`src/rtl/riscv_mem_pkg.sv`:
```
// Shared definitions for the MEM-stage load/store unit: data-memory op codes,
// LSU sequencer states and the RISC-V load/store funct3 encodings.
package riscv_mem_pkg;

    typedef enum logic [2:0] {
        OP_LB  = 3'b000,
        OP_LBU = 3'b001,
        OP_LH  = 3'b010,
        OP_LHU = 3'b011,
        OP_LW  = 3'b100,
        OP_SB  = 3'b101,
        OP_SH  = 3'b110,
        OP_SW  = 3'b111
    } mem_op_e;

    typedef enum logic {
        IDLE      = 1'b0,
        LOAD_HOLD = 1'b1
    } lsu_state_e;

    localparam logic [2:0] F3_LB  = 3'b000;
    localparam logic [2:0] F3_LH  = 3'b001;
    localparam logic [2:0] F3_LW  = 3'b010;
    localparam logic [2:0] F3_LBU = 3'b100;
    localparam logic [2:0] F3_LHU = 3'b101;
    localparam logic [2:0] F3_SB  = 3'b000;
    localparam logic [2:0] F3_SH  = 3'b001;
    localparam logic [2:0] F3_SW  = 3'b010;

    localparam logic [31:0] LED_MMIO_ADDR = 32'h0000_0100;

    // Halfword accesses need a 2-byte aligned address.
    function automatic logic op_is_half(input mem_op_e op);
        return (op == OP_LH) || (op == OP_LHU) || (op == OP_SH);
    endfunction

    // Word accesses need a 4-byte aligned address.
    function automatic logic op_is_word(input mem_op_e op);
        return (op == OP_LW) || (op == OP_SW);
    endfunction

endpackage

```
`src/rtl/lsu_ctrl_encode.sv`:
```
// Combinational translation of funct3 + read/write flags into the 4-bit
// data-memory control code, plus illegal-encoding and misalignment flags.
module lsu_ctrl_encode
    import riscv_mem_pkg::*;
(
    input  logic [2:0] funct3,
    input  logic       mem_read,
    input  logic       mem_write,
    input  logic [1:0] addr_lo,
    output logic [3:0] ctrl,
    output logic       illegal,
    output logic       misaligned
);

    mem_op_e op;
    logic    legal;

    // Decode the access type; anything outside the legal load/store set is flagged illegal.
    always_comb begin
        op         = OP_LB;
        legal      = 1'b0;
        if (mem_read && !mem_write) begin
            legal = 1'b1;
            case (funct3)
                F3_LB:   op = OP_LB;
                F3_LH:   op = OP_LH;
                F3_LW:   op = OP_LW;
                F3_LBU:  op = OP_LBU;
                F3_LHU:  op = OP_LHU;
                default: legal = 1'b0;
            endcase
        end else if (mem_write && !mem_read) begin
            legal = 1'b1;
            case (funct3)
                F3_SB:   op = OP_SB;
                F3_SH:   op = OP_SH;
                F3_SW:   op = OP_SW;
                default: legal = 1'b0;
            endcase
        end
        illegal    = (mem_read || mem_write) && !legal;
        ctrl       = legal ? {mem_read, op} : 4'b0000;
        misaligned = legal && ((op_is_half(op) && addr_lo[0]) ||
                               (op_is_word(op) && (addr_lo != 2'b00)));
    end

endmodule

```
`src/rtl/mem_stage_lsu.sv`:
```
// MEM-stage load/store unit: issues data-memory accesses, sequences the
// two-cycle registered-RAM load, traps misaligned accesses and holds the
// MEM/WB pipeline register.
module mem_stage_lsu
    import riscv_mem_pkg::*;
#(
    parameter int XLEN      = 32,
    parameter int REG_AW    = 5,
    parameter int ALLOW_MIS = 0
) (
    input  logic              clk,
    input  logic              rst_n,
    input  logic              ex_valid,
    input  logic              ex_mem_read,
    input  logic              ex_mem_write,
    input  logic              ex_reg_write,
    input  logic [2:0]        ex_funct3,
    input  logic [XLEN-1:0]   ex_alu_result,
    input  logic [XLEN-1:0]   ex_store_data,
    input  logic [REG_AW-1:0] ex_rd,
    output logic              mem_stall,
    output logic [XLEN-1:0]   dmem_addr,
    output logic [XLEN-1:0]   dmem_wdata,
    output logic [3:0]        dmem_ctrl,
    input  logic [XLEN-1:0]   dmem_rdata,
    output logic              wb_valid,
    output logic              wb_reg_write,
    output logic [REG_AW-1:0] wb_rd,
    output logic [XLEN-1:0]   wb_data,
    output logic              misalign_exc,
    output logic [XLEN-1:0]   misalign_addr
);

    lsu_state_e        state_q, state_d;
    logic [XLEN-1:0]   hold_addr_q, hold_addr_d;
    logic [2:0]        hold_op_q, hold_op_d;
    logic              hold_rw_q, hold_rw_d;
    logic [REG_AW-1:0] hold_rd_q, hold_rd_d;
    logic              wb_valid_q, wb_valid_d;
    logic              wb_reg_write_q, wb_reg_write_d;
    logic [REG_AW-1:0] wb_rd_q, wb_rd_d;
    logic [XLEN-1:0]   wb_data_q, wb_data_d;
    logic              exc_q, exc_d;
    logic [XLEN-1:0]   exc_addr_q, exc_addr_d;

    logic [3:0]        enc_ctrl;
    logic              enc_illegal;
    logic              enc_misaligned;
    logic              is_mem;
    logic              fault;

    lsu_ctrl_encode u_encode (
        .funct3     (ex_funct3),
        .mem_read   (ex_mem_read),
        .mem_write  (ex_mem_write),
        .addr_lo    (ex_alu_result[1:0]),
        .ctrl       (enc_ctrl),
        .illegal    (enc_illegal),
        .misaligned (enc_misaligned)
    );

    assign is_mem = ex_mem_read || ex_mem_write;
    assign fault  = enc_misaligned && (ALLOW_MIS == 0);

    // Next-state, MEM/WB update and data-memory drive for the load sequencer.
    always_comb begin
        state_d        = state_q;
        hold_addr_d    = hold_addr_q;
        hold_op_d      = hold_op_q;
        hold_rw_d      = hold_rw_q;
        hold_rd_d      = hold_rd_q;
        wb_valid_d     = 1'b0;
        wb_reg_write_d = wb_reg_write_q;
        wb_rd_d        = wb_rd_q;
        wb_data_d      = wb_data_q;
        exc_d          = 1'b0;
        exc_addr_d     = exc_addr_q;
        dmem_addr      = ex_alu_result;
        dmem_wdata     = ex_store_data;
        dmem_ctrl      = 4'b0000;
        mem_stall      = 1'b0;

        case (state_q)
            IDLE: begin
                if (ex_valid) begin
                    if (is_mem && !enc_illegal && !fault && ex_mem_read) begin
                        // Load: hold the pipeline one cycle while the RAM output registers.
                        dmem_ctrl   = enc_ctrl;
                        mem_stall   = 1'b1;
                        hold_addr_d = ex_alu_result;
                        hold_op_d   = enc_ctrl[2:0];
                        hold_rw_d   = ex_reg_write && (ex_rd != '0);
                        hold_rd_d   = ex_rd;
                        state_d     = LOAD_HOLD;
                    end else begin
                        wb_valid_d     = 1'b1;
                        wb_rd_d        = ex_rd;
                        wb_data_d      = ex_alu_result;
                        wb_reg_write_d = 1'b0;
                        if (!is_mem) begin
                            wb_reg_write_d = ex_reg_write;
                        end else if (fault) begin
                            exc_d      = 1'b1;
                            exc_addr_d = ex_alu_result;
                        end else if (!enc_illegal) begin
                            // Store: memory commits on this clock edge.
                            dmem_ctrl = enc_ctrl;
                        end
                    end
                end
            end
            LOAD_HOLD: begin
                // Memory formats the registered word using the latched address/op.
                dmem_addr      = hold_addr_q;
                dmem_ctrl      = {1'b1, hold_op_q};
                wb_valid_d     = 1'b1;
                wb_reg_write_d = hold_rw_q;
                wb_rd_d        = hold_rd_q;
                wb_data_d      = dmem_rdata;
                state_d        = IDLE;
            end
            default: state_d = IDLE;
        endcase

        // No memory access is issued while reset is held.
        if (!rst_n) begin
            dmem_ctrl = 4'b0000;
            mem_stall = 1'b0;
        end
    end

    // State, hold and MEM/WB registers with synchronous active-low reset.
    always_ff @(posedge clk) begin
        if (!rst_n) begin
            state_q        <= IDLE;
            hold_addr_q    <= '0;
            hold_op_q      <= '0;
            hold_rw_q      <= 1'b0;
            hold_rd_q      <= '0;
            wb_valid_q     <= 1'b0;
            wb_reg_write_q <= 1'b0;
            wb_rd_q        <= '0;
            wb_data_q      <= '0;
            exc_q          <= 1'b0;
            exc_addr_q     <= '0;
        end else begin
            state_q        <= state_d;
            hold_addr_q    <= hold_addr_d;
            hold_op_q      <= hold_op_d;
            hold_rw_q      <= hold_rw_d;
            hold_rd_q      <= hold_rd_d;
            wb_valid_q     <= wb_valid_d;
            wb_reg_write_q <= wb_reg_write_d;
            wb_rd_q        <= wb_rd_d;
            wb_data_q      <= wb_data_d;
            exc_q          <= exc_d;
            exc_addr_q     <= exc_addr_d;
        end
    end

    assign wb_valid      = wb_valid_q;
    assign wb_reg_write  = wb_reg_write_q;
    assign wb_rd         = wb_rd_q;
    assign wb_data       = wb_data_q;
    assign misalign_exc  = exc_q;
    assign misalign_addr = exc_addr_q;

endmodule

```
`config.mk`:
```
export PLATFORM = sky130hd
export DESIGN_NAME = mem_stage_lsu
export DESIGN_NICKNAME = d
export VERILOG_FILES = /design/src/rtl/riscv_mem_pkg.sv /design/src/rtl/lsu_ctrl_encode.sv /design/src/rtl/mem_stage_lsu.sv
export SDC_FILE = /design/constraint.sdc
export NUM_CORES = 1
export LEC_CHECK = 0
export CORE_UTILIZATION = 30
export CTS_CLUSTER_DIAMETER = 150
export DETAILED_ROUTE_END_ITERATION = 16
export PLACE_DENSITY = 0.59
export SYNTH_ARGS = -nofsm -noshare
export SYNTH_HDL_FRONTEND = slang
export SYNTH_HIERARCHICAL = 1
export SYNTH_SLANG_ARGS = --single-unit
```
`constraint.sdc`:
```
create_clock -name clk -period 5 [get_ports clk]
set_input_delay 1 -clock clk [delete_from_list [all_inputs] [get_ports clk]]
set_output_delay 1 -clock clk [all_outputs]
set_load 0.01 [all_outputs]
```
After elaboration in Yosys (flattened, before gate mapping) --
Index checks and enable logic that the tools add are counted.
Cells by class: divide/modulo/power cells 0, add/sub/neg operators 0, mux-type cells 36, bitwise operators 5, multipliers 0, reductions and logical operators 29, magnitude comparators 0, equal/unequal tests 11, shifts and indexed selects 0
Operator list (count):
- $mux 32 | 3
- $pmux 32 s2 | 1
- $mux 4 | 7
- $eq 3x3->1 const B | 5
- $mux 1 | 14
- $pmux 3 s4 | 1
- $logic_and 1x1->1 | 10
- $mux 5 | 2
- $pmux 5 s2 | 1
- $reduce_or 5->1 | 2
- $eq 3x2->1 const B | 3
- $pmux 3 s3 | 1
- $pmux 4 s2 | 1
- $mux 3 | 2
- $pmux 1 s2 | 3
- $logic_not 1->1 | 5
- $logic_or 1x1->1 | 5
- $not 1->1 | 5
- $reduce_and 5->1 | 1
- $reduce_bool 5->1 | 1
- $ne 2x2->1 const B | 2
- $eq 3x1->1 const B | 1
- $logic_not 3->1 | 1
- $reduce_and 3->1 | 1
- 3 further kinds | 3
Word-level totals: bits in writable memories 0, register bits 114, bits in latches 0, memory bits (read-only) 0, output and inout port bits 141, memories 0, input bits 110

Depth between registers and ports, before layout --
Gate-level depths: netlist (run 1).
word-level depth 17, mapped depth 9, mapped depth without buffers 6

By module --
The synthesis (run 1) kept the hierarchy.
By module, submodules not included:
- mem_stage_lsu | area each 5471.5 um^2, cells each 586, instances 1
- lsu_ctrl_encode | area each 166.4 um^2, cells each 27, instances 1

Worst setup path before layout (run 1) --
Ideal clock, no wire load.
path kind in2out, from input ex_mem_read, to output mem_stall, arrival time 2.529 ns, stages on the path 7, path slack 1.471 ns, path buffers 1, cells stage by stage nand2b_1 > a2111o_1 > a32oi_1 > nor4b_4 > nand2_1 > buf_2 > nor2_1
Between the ends: longest elaborated chain between the ends 17, elaborated cells on any way between the ends 31, those cells by class eq/ne: 5; mux: 8; reduce/logical: 18
Ends and longest elaborated chain:
- start: declaration | line mem_stage_lsu.sv:14 | input logic ex_mem_read,
- $logic_not 1->1 | line lsu_ctrl_encode.sv:32 | end else if (mem_write && !mem_read) begin
- $logic_and 1x1->1 | line lsu_ctrl_encode.sv:32
- $mux 3 | line lsu_ctrl_encode.sv:32
- $mux 3 | line lsu_ctrl_encode.sv:22 | if (mem_read && !mem_write) begin
- $eq 3x2->1 | line riscv_mem_pkg.sv:34 | return (op == OP_LH) || (op == OP_LHU) || (op == OP_SH);
- $logic_or 1x1->1 (2 in a row) | line riscv_mem_pkg.sv:34
- $logic_and 1x1->1 | line lsu_ctrl_encode.sv:43 | misaligned = legal && ((op_is_half(op) && addr_lo[0]) ||
- $logic_or 1x1->1 | line lsu_ctrl_encode.sv:43
- $logic_and 1x1->1 * | line lsu_ctrl_encode.sv:43
- via enc_misaligned | line mem_stage_lsu.sv:48 | logic enc_misaligned;
- $logic_not 1->1 * | line mem_stage_lsu.sv:86 | if (is_mem && !enc_illegal && !fault && ex_mem_read) begin
- $logic_and 1x1->1 * (2 in a row) | line mem_stage_lsu.sv:86
- $mux 1 * | line mem_stage_lsu.sv:86
- $mux 1 * | line mem_stage_lsu.sv:85 | if (ex_valid) begin
- $mux 1 * | line mem_stage_lsu.sv:83 | case (state_q)
- $mux 1 * | line mem_stage_lsu.sv:126 | if (!rst_n) begin
- end: declaration | line mem_stage_lsu.sv:21 | output logic mem_stall,
Mark *: on every way through the listed nets, which the timed path passes. The rest lies on a longest branch.

Final worst setup path (run 1) --
from input ex_mem_write, to output dmem_ctrl[0]
Between the ends: longest elaborated chain between the ends 16, elaborated cells on any way between the ends 35, those cells by class eq/ne: 5; mux: 12; reduce/logical: 18
Ends and longest elaborated chain:
- start: declaration | line mem_stage_lsu.sv:15 | input logic ex_mem_write,
- $logic_and 1x1->1 / $logic_not 1->1 (equally long branches) | line lsu_ctrl_encode.sv:32, lsu_ctrl_encode.sv:22
- $mux 3 / $logic_and 1x1->1 (equally long branches) | line lsu_ctrl_encode.sv:32, lsu_ctrl_encode.sv:22
- $mux 3 | line lsu_ctrl_encode.sv:22
- $eq 3x2->1 | line riscv_mem_pkg.sv:34
- $logic_or 1x1->1 (2 in a row) | line riscv_mem_pkg.sv:34
- $logic_and 1x1->1 | line lsu_ctrl_encode.sv:43
- $logic_or 1x1->1 | line lsu_ctrl_encode.sv:43
- $logic_and 1x1->1 * | line lsu_ctrl_encode.sv:43
- via enc_misaligned | line mem_stage_lsu.sv:48
- $logic_not 1->1 | line mem_stage_lsu.sv:86
- $logic_and 1x1->1 (2 in a row) | line mem_stage_lsu.sv:86
- $mux 4 * | line mem_stage_lsu.sv:86
- $mux 4 * | line mem_stage_lsu.sv:85
- $pmux 4 s2 * | line mem_stage_lsu.sv:83
- $mux 4 * | line mem_stage_lsu.sv:126
- end: declaration | line mem_stage_lsu.sv:24 | output logic [3:0] dmem_ctrl,
Marked as above.

==> results of run 1 <==
==> critical path, cell delays in order <==
cell and delay (ns):
clkdlybuf4s50_1 0.54, nand2b_1 0.29, a2111o_1 0.41, a32oi_1 0.36, nor4b_4 0.08, buf_4 0.19
a32oi_1 0.21, nor2_1 0.08, clkdlybuf4s50_1 0.48
==> power by group through the flow <==
stage | Sequential [mW] | Clock, mW | Combinational [mW]
2_1_floorplan | 1.01 | 0 | 0.215
5_1_grt | 0.986 | 1.19 | 0.437
3_5_place_dp | 0.999 | 0 | 0.405
6_report | 0.980 | 1.11 | 0.404
3_3_place_gp | 0.997 | 0 | 0.398
4_1_cts | 0.981 | 1.14 | 0.407
==> state kept, by name (all words and copies together), names as in the netlist <==
signal         count
hold_op_q          3
state_q            1
wb_reg_write       1
wb_valid           1
hold_addr_q       32
wb_data           32
misalign_exc       1
misalign_addr     32
wb_rd              5
hold_rw_q          1
hold_rd_q          5
==> area by class of cell <==
class                           instances  area (µm²)
Tap cell                              229         287
Multi-Input combinational cell        419        2910
Timing Repair Buffer                  197        1960
Clock inverter                          6        57.6
Clock buffer                           23         478
Inverter                                3        11.3
Fill cell                            1791       10200
Sequential cell                       114        2290
==> through the flow <==
| stage | hold WS, ns | util, % | setup slack (ns) | total power [mW] | area (µm²) |
|---|---|---|---|---|---|
| 2_1_floorplan | 0.431 | - | 1.47 | 1.22 | 5640 |
| 3_3_place_gp | 0.442 | 40.8 | 0.280 | 1.39 | 7430 |
| 3_5_place_dp | 0.450 | 40.8 | 0.214 | 1.40 | 7430 |
| 4_1_cts | 0.457 | 43.7 | 0.194 | 2.53 | 7970 |
| 5_1_grt | 0.472 | 43.9 | 0.170 | 2.61 | 7990 |
| 6_report | 0.456 | 43.9 | 0.356 | 2.49 | 7990 |
==> routing by layer <==
layer / part of all wire [%] / global-route usage, %
met1: 45 / 19.1
met2: 48 / 26.4
met3: 6.2 / 5.84
met4: 1.1 / 5.20
met5: 0 / 0
==> logic make-up (layout without fill, tap and decap cells) <==
kind of cell,after synthesis,in the layout
AND/OR/NAND/NOR,220,220
multiplexers,165,165
flip-flops,114,114
buffers and inverters,80,229
AO/OA/AOI/OAI,33,33
XOR/XNOR,1,1
==> cell usage after synthesis, types with 2 or more instances <==
| master | instances | area share (%) |
|---|---|---|
| mux2i_1 | 101 | 18 |
| clkbuf_1 | 24 | 1.6 |
| buf_1 | 2 | 0.13 |
| inv_1 | 2 | 0.13 |
| a32oi_1 | 5 | 0.78 |
| a21oi_1 | 2 | 0.18 |
| o21ai_0 | 11 | 0.98 |
| nand2b_1 | 8 | 0.89 |
| nand2_1 | 176 | 12 |
| mux2_2 | 64 | 13 |
| o211ai_1 | 6 | 0.80 |
| dfxtp_1 | 114 | 40 |
| buf_4 | 36 | 4.8 |
| nor2_1 | 16 | 1.1 |
| buf_2 | 14 | 1.2 |
| nand4_1 | 9 | 1.0 |
==> final timing paths <==
check                from                end  slack (ns)
max          ex_mem_write       dmem_ctrl[0]        0.36
min          hold_rd_q[1]       hold_rd_q[1]        0.46
max reg2reg       state_q  misalign_addr[12]        2.44
min reg2reg  hold_rd_q[1]       hold_rd_q[1]        0.46
==> flow_summary.yaml, run 1 <==
routing:
  viasPerCell: 4.68
  wire_per_inst_um: 15.1
  first_pass_iters: 13
  drc: 16
  dr_total_vias: 4634
  postRouteAntennaNets: 0
  wirelength_um: 14900
  first_iter_violations: 196
clock_tree:
  clockBufferDepth: 2
  root_buffer: "clkbuf_16"
  cts_htree_levels: 4
  clkTransAtPathRegs_ns: 0.05
  post_cts_buffers: 0
  ctsResizeCount: 0
  clock_sinks: 114
  holdBufCountCts: 0
  cts_buffers: 17
  insertion_delay_ns: 0.40
  cts_tree: "done"
layout:
  fin_nets: 862
  final_cell_mix: "clkdlybuf4s50_1 (185), nand2_1 (175), dfxtp_1 (113), mux2i_1 (101), mux2_2 (64)"
  area_delta_synth_final_pct: 41.7
  layout-drive-gt1-share_pct: 14.6
  final_common_cell: "clkdlybuf4s50_1"
  instances_no_fill: 991
  diodes: 0
pwr:
  combinationalPowerShare_pct: 16.2
  cellInternalPower_mw: 1.89
  power.density_mw_per_mm2: 312
  switching_share_pct: 24.1
  p_leak_nw: 3.39
  vdd_drop_max_v: 0.000222
  seq_power_share_pct: 39.3
  switchingPower_mw: 0.601
  p_clk_share_pct: 44.5
sta:
  fmax_ghz: 0.215
  relSlewSlack_pct: 41.3
  finalSetupViolations: 0
  drv_slew: 0
  rsz0062_at_grt: "no"
  skew_ns: 0.00646
  period_share_pct: 92.9
  finalHoldViolations: 0
  worst_pin_slew_ns: 0.881
  period_needed_ns: 4.64
  tns_ns: 0
worst_hold_path:
  hold_depth: 2
  hp-class: "flop to flop"
logic_synthesis:
  syn_area_mm2: 0.00564
  muxShareOfSynthArea_pct: 30.7
  synth-seq-cells: 114
  synth.avg_cell_area_um2: 9.20
  synth_fa_ha_area_share_pct: 0
  synth.distinct_cells: 39
  yosysSeqAreaShare_pct: 40.5
  synth_top_family_by_area: "multiplexers"
  synth-xor-area-share_pct: 0.155
  syn_nets: 723
  yosys_warnings: 6
  synth_compound_area_share_pct: 4.19
  synthCells: 613
  synthSimpleGateAreaFrac_pct: 16.3
  synthArstFlopShare_pct: 0
  ys.flop_type: "dfxtp_1"
  synth_edf_count: 0
global_route:
  grt_max_degree: 101
  grt_pass1_vias: 4803
  antenna_found_initial: 0
  grt_pass1_wl_um: 24600
  grt_usage_pct: 15.9
  grt_overflow: 0
die:
  coreArea_mm2: 0.0182
  die_y_um: 139
  die_area_mm2: 0.0193
  initial_utilization_pct: 31.0
  rows: 49
  io_pins: 251
  die_w_um: 139
place:
  dpl.hpwl_um: 10300
  gp_congestion: 0.789
  io_buffers: 186
  place_inst: 959
critical_path:
  worst-path-max-fanout: 12
  r2r_cells: 5
  crit_required_ns: 4.00
  start_kind: "input pin"
  endpoint_kind: "output pin"
  crit_type: "input pin to output pin"
  cp.arrival_ns: 3.64
status:
  status: "finished, violations left"
  violations: "design-rule violations"
job:
  drv_cap: 0
Note: power is estimated with default switching activity, not from simulation.
==> inputs of run 2 (changes only) <==
Settings changed: SETUP_SLACK_MARGIN from default to 0.15, TNS_END_PERCENT from default to 1.
==> results of run 2 <==
Same layout as run 1: the final DEF is identical, and so are final timing and power.
==> inputs of run 3 (changes only) <==
Settings changed: GPL_TIMING_DRIVEN from default to 1, PLACE_DENSITY 0.59 to default, PLACE_DENSITY_LB_ADDON from default to 0.2.
==> flow_summary.yaml, run 3 (same netlist as run 1, synthesis figures left out) <==
critical_path:
  crit_required_ns: 4.00
  slowest_stage: "clkdlybuf4s50_1"
  worst-path-buf-inv: 2
  worst-path-max-fanout: 9
  worstPathCellList: "clkdlybuf4s50_1, nand2b_1, a2111o_1, a32oi_2, nor4b_4, a32oi_1, nor2_1, clkdlybuf4s50_1"
  start_kind: "input pin"
  endpoint_kind: "output pin"
  critPathMaxStageDelay_ns: 0.63
  cp.arrival_ns: 3.60
  path_delay_family: "buffers and inverters"
  crit_type: "input pin to output pin"
  cp_common_cell: "clkdlybuf4s50_1"
clock_tree:
  clockBufferDepth: 2
  clock_sinks: 114
  clkTransAtPathRegs_ns: 0.05
  cts_htree_levels: 4
  holdBufCountCts: 0
  cts_tree: "done"
  insertion_delay_ns: 0.40
  cts_buffers: 17
  root_buffer: "clkbuf_16"
routing:
  postRouteAntennaNets: 0
  drc: 21
  wire_per_inst_um: 15.4
  first_iter_violations: 252
  viasPerCell: 4.76
  first_pass_iters: 14
  dr_total_vias: 4712
  wirelength_um: 15200
layout:
  final_cell_mix: "clkdlybuf4s50_1 (185), nand2_1 (175), dfxtp_1 (113), mux2i_1 (101), mux2_2 (64)"
  layout-drive-gt1-share_pct: 14.7
  area_delta_synth_final_pct: 41.6
  final_common_cell: "clkdlybuf4s50_1"
  diodes: 0
  fin_nets: 859
global_route:
  grt_pass1_wl_um: 24300
  grt_usage_pct: 15.8
  antenna_found_initial: 0
  grt_max_degree: 117
  grt_overflow: 0
  grt_pass1_vias: 4703
worst_hold_path:
  hp-class: "flop to flop"
die:
  rows: 49
  die_y_um: 139
  die_area_mm2: 0.0193
  initial_utilization_pct: 31.0
  die_w_um: 139
  io_pins: 251
  coreArea_mm2: 0.0182
sta:
  worst_pin_slew_ns: 1.15
  tns_ns: 0
  drv_slew: 0
  timing.hold.ws_ns: 0.456
  fmax_ghz: 0.218
  skew_ns: 0.00733
  finalHoldViolations: 0
  period_share_pct: 91.9
  rsz0062_at_grt: "no"
  relSlewSlack_pct: 23.2
  period_needed_ns: 4.60
  finalSetupViolations: 0
status:
  status: "finished, violations left"
  violations: "design-rule violations"
place:
  io_buffers: 186
  dpl.hpwl_um: 10500
  gp_congestion: 0.802
pwr:
  power.density_mw_per_mm2: 317
  p_leak_nw: 3.39
  vdd_drop_max_v: 0.000215
job:
  drv_cap: 0
run 3: tightest hold or removal path, cell delays in order, from the launching register on:
cell	delay, ns
dfxtp_1	0.30
nand2_1	0.05
mux2i_1	0.05
run 3: repair_timing:
item / in CTS / in global routing
buffers inserted: 0 / 0
resized for setup: 0 / 1
setup endpoints to repair: 0 / 3
run 3: worst paths after layout:
| kind | from | to | slack (ns) | depth (start not counted) |
|---|---|---|---|---|
| max | ex_mem_write | dmem_ctrl[2] | 0.40 | 8 |
| min reg2reg | wb_data[8] | wb_data[8] | 0.46 | 2 |
| max reg2reg | state_q | misalign_addr[10] | 2.71 | 4 |
| min | wb_data[8] | wb_data[8] | 0.46 | 2 |
run 3: cell type report:
type	count	area [µm²]
inverters	3	11.3
fillers	1735	10200
multi-input cells	419	2920
well taps	229	287
flip-flops and latches	114	2290
clock inverters	11	113
repair buffers	194	1920
clock buffers	20	447
run 3: metal layers:
layer	GRT usage, %	wire, µm	up-vias
li1	-	-	2326
met1	18.7	6650	2214
met5	0	0	-
met4	6.55	284	0
met2	26.3	7300	135
met3	5.15	1000	37
run 3: per-stage QoR:
| stage | instances | power [mW] | instance area, µm² | worst slack, ns | utilization [%] |
|---|---|---|---|---|---|
| finish | 990 | 2.53 | 7980 | 0.405 | 43.8 |
| global route | 990 | 2.65 | 7980 | 0.205 | 43.8 |
| CTS | 990 | 2.57 | 7980 | 0.305 | 43.8 |
| detailed placement | 959 | 1.41 | 7420 | 0.328 | 40.7 |
| global placement | 959 | 1.40 | 7420 | 0.450 | 40.7 |
| floorplan | 613 | 1.22 | 5640 | 1.47 | - |
run 3: where the power goes:
part           switching (mW)  internal [mW]  total, mW
logic                   0.177          0.224      0.401
registers              0.0282          0.955      0.983
clock network           0.411          0.738       1.15
==> RTL change (config.mk and constraints of run 2) <==
Change the parameter `ALLOW_MIS` from 0 to 1.
--- a/src/rtl/mem_stage_lsu.sv
+++ b/src/rtl/mem_stage_lsu.sv
@@ -7,5 +7,5 @@
     parameter int XLEN      = 32,
     parameter int REG_AW    = 5,
-    parameter int ALLOW_MIS = 0
+    parameter int ALLOW_MIS = 1
 ) (
     input  logic              clk,
Function: changed (a bounded check fails within 4 cycles, from zero or initial values and one cycle with rst_n low).
==> RTL change against run 2 <==
- sequential share of layout area is 1.7 points lower
- global-route usage is 0.67 points lower
- wire length is 21% lower
- first-iteration DRC count is 3.1% lower
- sequential cell count is 33 lower
- core utilization is 2.4 points lower
- area after synthesis is 21% lower
- worst setup slack better by 0.48 ns
- clock power is 36% lower
- total power is 28% lower
- cell area is 24% lower
- critical endpoint is now dmem_ctrl[1]
==> RTL change: results (changes against run 2) <==
- Worst path max stage delay: 0.57 ns (+0.03 ns)
- Synth warn: 6 (unchanged)
- Worst-path fanout max: 10 (-2)
- Slew at the pin closest to its max-slew limit: 1.01 ns (+0.127 ns)
- Pre-CTS setup slack: 0.864 ns (+0.650 ns)
- Via count: 3,854 (-17%)
- Final WL: 11.9 mm (-21%)
- Antenna fix cells: 0 (unchanged)
- Post-cts sizing count: 0 (unchanged)
- Share of layout cells above drive strength 1: 12.7% (-1.9 points)
- Dpl hpwl: 7.67 mm (-26%)
- Vias in the first global route: 3,552 (-26%)
- Avg WL per Cell: 15.1 µm (+0.53%)
- Total CTS buffers: 9 (-8)
- Worst-case clock buffer depth: 2 (unchanged)
- Status: complete, no violations
- Clock Skew: 0.00728 ns (+0.000824 ns)
- Mean post-synth cell area: 8.93 µm² (-3.0%)
- CTS clk-pin slew, worst paths: 0.06 ns
- Number of remaining DRC errors: 0 (-16)
- Hold WC Path Type: reg -> reg
- Gr usage total: 15.3% (-0.67 points)
- # Post-CTS Setup Buffers: 0 (unchanged)
- # port buffers: 153 (-18%)
- Routability Congestion: 0.781 (-0.90%)
- Crit-path leading delay family: buffers and inverters
- Drt initial violations: 190 (-3.1%)
- First-pass GRT wire length: 18.0 mm (-27%)
- DR pass1 iterations: 4 (-9)
- Worst-Skew Late Latency: 0.34 ns (-0.06 ns)
- Max VDD drop: 166 µV (-25%)
- Initial antenna violation count: 0 (unchanged)
- Worst EP arrival: 3.17 ns (-0.47 ns)
- Largest net degree at the start of global routing: 78 (-23%)
- FILL cells: 1,448 (-19%)
- H-tree levels: 3 (-1)
- Crit-path slowest cell: clkdlybuf4s50_1
- Fin nets: 704 (-18%)
- Root Driver: clkbuf_16
- LEAKAGE: 2.06 nW (-39%)
- Dpl cells: 767 (-20%)
## RTL change: worst paths after layout
check | startpoint | end | slack, ns | cells past startpoint
max | ex_mem_read | dmem_ctrl[1] | 0.83 | 7
min | hold_addr_q[13]$_SDFFE_PN0P_ | hold_addr_q[13]$_SDFFE_PN0P_ | 0.45 | 2
max reg2reg | state_q$_SDFF_PN0_ | hold_rw_q$_SDFFE_PN0P_ | 3.03 | 3
min reg2reg | hold_addr_q[13]$_SDFFE_PN0P_ | hold_addr_q[13]$_SDFFE_PN0P_ | 0.45 | 2
## RTL change: final cells by class
class / instances / area [µm²] / share of cell area (%)
clock buffer: 13 / 282 / 4.67
clock inverter: 3 / 43.8 / 0.726
inverter: 2 / 7.51 / 0.124
multi-input combinational: 341 / 2260 / 37.5
sequential: 81 / 1630 / 26.9
tap: 184 / 230 / 3.82
timing repair buffer: 159 / 1580 / 26.3
## RTL change: routing by layer
metal,up-vias,share of wire (%),global-route usage (%)
met4,0,2.0,6.32
met3,30,7.6,5.08
li1,1877,-,-
met2,145,49,25.8
met1,1802,42,17.6
met5,-,0,0
## RTL change: worst register-to-register path: cells and delay by family, from the launching register on
family          cells  cell delay [ns]
simple gates        1             1.04
flops               1             0.48
compound gates      2             0.37
## RTL change: power by group
part	switching [W]	internal (W)	leakage, nW	total, W
Combinational	0.000178	0.000206	1.23	0.000384
Clock	0.000260	0.000445	0.161	0.000706
Sequential	0.0000255	0.000689	0.666	0.000714
Total	0.000464	0.00134	2.06	0.00180
## RTL change: per-stage QoR
step | instance area [µm²] | power (W)
4_1_cts | 6030 | 0.00183
5_1_grt | 6030 | 0.00189
3_5_place_dp | 5710 | 0.00111
3_3_place_gp | 5710 | 0.00111
6_report | 6030 | 0.00180
2_1_floorplan | 4590 | 0.000961
